File: src/rtl/alu_mcycle_sequencer.sv
// alu_mcycle_sequencer: borrows the shared ALU for unsigned shift-add multiply and restoring divide.
// One ALU operation per cycle; WIDTH iterations per operation.
module alu_mcycle_sequencer #(
    parameter int WIDTH = 32,
    parameter int CNT_W = 5
) (
    input  logic             CLK,
    input  logic             RESET,
    input  logic             Start,
    input  logic             MCycleOp,
    input  logic [WIDTH-1:0] Operand1,
    input  logic [WIDTH-1:0] Operand2,
    input  logic [WIDTH-1:0] ALU_Result,
    input  logic [3:0]       ALU_Flags,
    output logic [WIDTH-1:0] ALU_SrcA,
    output logic [WIDTH-1:0] ALU_SrcB,
    output logic [1:0]       ALU_Control,
    output logic             AluSel,
    output logic             Busy,
    output logic             Done,
    output logic [WIDTH-1:0] Result1,
    output logic [WIDTH-1:0] Result2
);
    typedef enum logic [1:0] {IDLE, COMPUTE, DONE} state_t;

    state_t           state_q;
    logic [CNT_W-1:0] count_q;
    logic             op_q;
    logic [WIDTH-1:0] hi_q, lo_q, mc_q;
    logic [WIDTH-1:0] hi_d, lo_d, sh;
    logic             take, carry;
    logic             unused_flags;

    assign carry        = ALU_Flags[1];
    assign unused_flags = ^{ALU_Flags[3:2], ALU_Flags[0]};
    // hi_q/lo_q hold {hi,lo} for multiply and {rem,quo} for divide; mc_q holds multiplicand or divisor
    assign sh          = {hi_q[WIDTH-2:0], lo_q[WIDTH-1]};
    assign take        = hi_q[WIDTH-1] | carry;
    assign ALU_SrcA    = op_q ? sh : hi_q;
    assign ALU_SrcB    = (op_q || lo_q[0]) ? mc_q : '0;
    assign ALU_Control = {1'b0, op_q};

    always_comb begin
        hi_d = op_q ? (take ? ALU_Result : sh) : {carry, ALU_Result[WIDTH-1:1]};
        lo_d = op_q ? {lo_q[WIDTH-2:0], take} : {ALU_Result[0], lo_q[WIDTH-1:1]};
    end

    always_ff @(posedge CLK) begin
        if (RESET) begin
            state_q <= IDLE;
            count_q <= '0;
            op_q    <= 1'b0;
            hi_q    <= '0;
            lo_q    <= '0;
            mc_q    <= '0;
            AluSel  <= 1'b0;
            Busy    <= 1'b0;
            Done    <= 1'b0;
            Result1 <= '0;
            Result2 <= '0;
        end else begin
            case (state_q)
                IDLE: begin
                    Done <= 1'b0;
                    if (Start) begin
                        op_q    <= MCycleOp;
                        count_q <= '0;
                        if (MCycleOp && Operand2 == '0) begin
                            state_q <= DONE;
                            Done    <= 1'b1;
                            Result1 <= '1;
                            Result2 <= Operand1;
                        end else begin
                            state_q <= COMPUTE;
                            hi_q    <= '0;
                            lo_q    <= MCycleOp ? Operand1 : Operand2;
                            mc_q    <= MCycleOp ? Operand2 : Operand1;
                            Busy    <= 1'b1;
                            AluSel  <= 1'b1;
                        end
                    end
                end
                COMPUTE: begin
                    hi_q    <= hi_d;
                    lo_q    <= lo_d;
                    count_q <= count_q + 1'b1;
                    if (count_q == CNT_W'(WIDTH - 1)) begin
                        state_q <= DONE;
                        Busy    <= 1'b0;
                        AluSel  <= 1'b0;
                        Done    <= 1'b1;
                        Result1 <= lo_d;
                        Result2 <= hi_d;
                    end
                end
                default: begin
                    state_q <= IDLE;
                    Done    <= 1'b0;
                end
            endcase
        end
    end
endmodule

File: config.mk
export PLATFORM = sky130hd
export DESIGN_NAME = alu_mcycle_sequencer
export DESIGN_NICKNAME = d
export VERILOG_FILES = /design/src/rtl/alu_mcycle_sequencer.sv
export SDC_FILE = /design/constraint.sdc
export NUM_CORES = 1
export LEC_CHECK = 0
export ABC_AREA = 1
export BUFFER_PORTS_ARGS = -buffer_cell sky130_fd_sc_hd__buf_4
export CAP_MARGIN = 20
export CORE_MARGIN = 3
export CORE_UTILIZATION = 54
export DETAILED_ROUTE_END_ITERATION = 8
export HOLD_SLACK_MARGIN = 0.1
export PLACE_DENSITY = 0.81
export SETUP_SLACK_MARGIN = 0.1
export SKIP_LAST_GASP = 1
export SLEW_MARGIN = 30
export SYNTH_ARGS = -nofsm -noshare
export SYNTH_HDL_FRONTEND = slang
export SYNTH_SLANG_ARGS = --single-unit
export TNS_END_PERCENT = 30
File: constraint.sdc
create_clock -name CLK -period 2.1 [get_ports CLK]
set_clock_uncertainty 0.05 [all_clocks]
set_input_delay 0.315 -clock CLK [delete_from_list [all_inputs] [get_ports CLK]]
set_output_delay 0.315 -clock CLK [all_outputs]
set_load 0.1 [all_outputs]
==> results.sh <==
export IMPL_outcome="finished, final reports clean"
export IMPL_slowest_stage="dfxtp_4"
export IMPL_wl_per_cell_um=18.0
export IMPL_clk_latency_ns=0.44
export IMPL_fp_dieW_um=138
export IMPL_leakage_nw=6.08
export IMPL_mostFrequentLayoutCells="nand2_1, buf_4, a21oi_1"
export IMPL_area_growth_synth_to_final_pct=39.3
export IMPL_relSlewSlack_pct=59.6
export IMPL_syn_num_nets=1663
export IMPL_htreeDepth=4
export IMPL_cpLargestDelayFamily="buffers and inverters"
export IMPL_start_util_pct=55.9
export IMPL_grt_max_degree=98
export IMPL_slew_violations=0
export IMPL_cts_inserted_buffers=17
export IMPL_drc=0
export IMPL_fin_util_pct=77.9
export IMPL_die_h_um=138
export IMPL_grt_util_all_layers_pct=33.8
export IMPL_cp_arrival_ns=1.69
export IMPL_gp_congestion=0.925
export IMPL_cts_tree="done"
export IMPL_route_final_wire_length_mm=35.4
export IMPL_first_pass_iters=6
export IMPL_dpl_cell_area_um2=11700
export IMPL_antenna_cells=0
export IMPL_drive_gt1_share_pct=23.6
export IMPL_port_buffers=232
export IMPL_seq_area_frac_synth_pct=36.3
export IMPL_drtIter0Drc=1597
export IMPL_cts_root_buf="clkbuf_16"
export IMPL_vias=11300
export IMPL_clkSlewWorstSetupHoldPaths_ns=0.07
export IMPL_num_io_pins=237
export IMPL_syn_inst=1557
export IMPL_finalSetupViolCount=0
export IMPL_fin_crit_ns=2.05
export IMPL_synth_seq_cells=170
export IMPL_cts_sinks=170
export IMPL_cp_slowest_stage_delay_ns=0.38
export IMPL_multi_input_area_um2=5450
export IMPL_worstPathRequired_ns=1.74
export IMPL_die_area_um2=19000
export IMPL_irDropWorstVdd_v=0.000707
export IMPL_ant_nets=0
export IMPL_hold_class="input port to flop"
export IMPL_avgSynthCellArea_um2=6.02
export IMPL_crit_path_cell_trace="buf_12 > nor2_4 > bufbuf_16 > nor2_4 > buf_6"
export IMPL_hold_viol=0
export IMPL_worst_path_buf_inv=3
export IMPL_core_area_um2=16800
export IMPL_maxCapViolCount=0
export IMPL_synthDistinctLibCells=22
export IMPL_worst_slew_pin_transition_ns=0.606
export IMPL_path_max_fanout=8
export IMPL_period_share_pct=97.7
export IMPL_synth_area_leader_cell="dfxtp_1"
export IMPL_rsz0062_at_grt="true"
export IMPL_grt_remaining_overflow=0
export IMPL_post_dp_hpwl_mm=22.7
export IMPL_antenna_found_initial=0
export IMPL_cts_buffer_depth=2
export IMPL_cp_start_kind="flop"
export IMPL_syn_area_um2=9370
export IMPL_nNetsFinal=1841
export IMPL_grt_pass1_vias=9483
export IMPL_viasPerCell=5.75
export IMPL_p_per_area_nw_per_um2=905
export IMPL_synth_top_area_share_pct=36.3
export IMPL_crit_top_cell="nor2_4"
export IMPL_path_class="flop to output port"
export IMPL_cp_end_kind="output port"
export IMPL_fillCellCount=1269
export IMPL_clock_fmax_ghz=0.488
export IMPL_grt_first_pass_wirelength_mm=50.5
export IMPL_ys_top_cells_by_area="dfxtp_1, nand2_1, a21oi_1, nor2_1, o21ai_0"
export IMPL_seq_area_um2=3410
export IMPL_total_power_mw=11.8
export IMPL_whs_ns=0.224
export IMPL_rows=47
export IMPL_final_common_cell="nand2_1"
export IMPL_yosysWarnings=0
export IMPL_design_area_um2=13100
==> kinds of logic after synthesis <==
| kind of cell | share of synthesized area [%] |
|---|---|
| flip-flops | 36.3 |
| multiplexers | 1.07 |
| adder cells (fa/ha/maj) | 0.267 |
| AO/OA/AOI/OAI | 20.0 |
| AND/OR/NAND/NOR | 32.6 |
| buffers and inverters | 9.70 |
| other | 0.0400 |
==> cell usage after synthesis (all sizes together) <==
| master | n |
|---|---|
| a211oi | 1 |
| a21oi | 220 |
| buf | 59 |
| clkbuf | 68 |
| clkinv | 1 |
| conb | 1 |
| dfxtp | 170 |
| ha | 2 |
| inv | 96 |
| mux2i | 10 |
| nand2 | 460 |
| nand3 | 99 |
| nor2 | 215 |
| nor3 | 1 |
| nor3b | 1 |
| o21ai | 152 |
| o31ai | 1 |
==> final cells by class <==
| cell class | instances | share of cell area [%] |
|---|---|---|
| clock buffers | 22 | 3.71 |
| clock inverters | 10 | 1.44 |
| inverters | 97 | 2.94 |
| multi-input cells | 1163 | 41.8 |
| flip-flops and latches | 170 | 26.1 |
| well taps | 220 | 2.11 |
| repair buffers | 285 | 21.8 |
| repair inverters | 1 | 0.134 |
==> report_power, final <==
part,switching (mW),internal (mW),leakage (nW)
Sequential,0.203,3.54,1.40
Clock,1.34,2.24,0.323
Combinational,3.19,1.31,4.35
==> final timing paths <==
kind,startpoint,endpoint,slack (ns),depth (start not counted)
setup reg to reg,state_q[1],lo_q[22],0.08,9
hold / removal,ALU_Result[27],hi_q[26],0.22,5
setup / recovery,op_q,ALU_SrcB[4],0.05,5
hold reg to reg,hi_q[0],hi_q[0],0.43,2
==> stage by stage <==
| step | setup slack [ns] | cells | setup TNS (ns) |
|---|---|---|---|
| floorplan | 0.0570 | 1557 | 0 |
| global placement | 0.0170 | 1919 | 0 |
| detailed placement | -0.0222 | 1919 | -0.0308 |
| CTS | 0.0697 | 1956 | 0 |
| global route | -0.0117 | 1968 | -0.0117 |
| finish | 0.0492 | 1968 | 0 |
==> timing repair <==
| action | CTS | global route |
|---|---|---|
| pin swaps | 1 | 2 |
| endpoints found under the setup margin | 59 | 120 |
| cloned | 3 | 10 |
| resized for setup | 64 | 38 |
| setup buffers | 2 | 2 |
| hold endpoints to repair | 0 | 0 |
| hold buffers | 0 | 0 |
==> routing by layer <==
layer  global-route usage, %  wire length [µm]
met5                       0                 0
met4                    11.3              1230
met3                    5.55              3940
met2                    54.2             16500
met1                    46.5             13700
==> worst min-delay path: cells and delay by family <==
kind,cells,cell delay [ns]
AO/OA/AOI/OAI,1,0.05
buffers and inverters,1,0.11
AND/OR/NAND/NOR,3,0.18
==> flip-flops by register name (all words and copies together) (netlist names) <==
| name | count |
|---|---|
| count_q | 5 |
| Busy | 1 |
| mc_q | 32 |
| hi_q | 32 |
| Result1 | 32 |
| Result2 | 32 |
| state_q | 2 |
| op_q | 1 |
| Done | 1 |
| lo_q | 32 |
(Power assumes the default switching activity.)
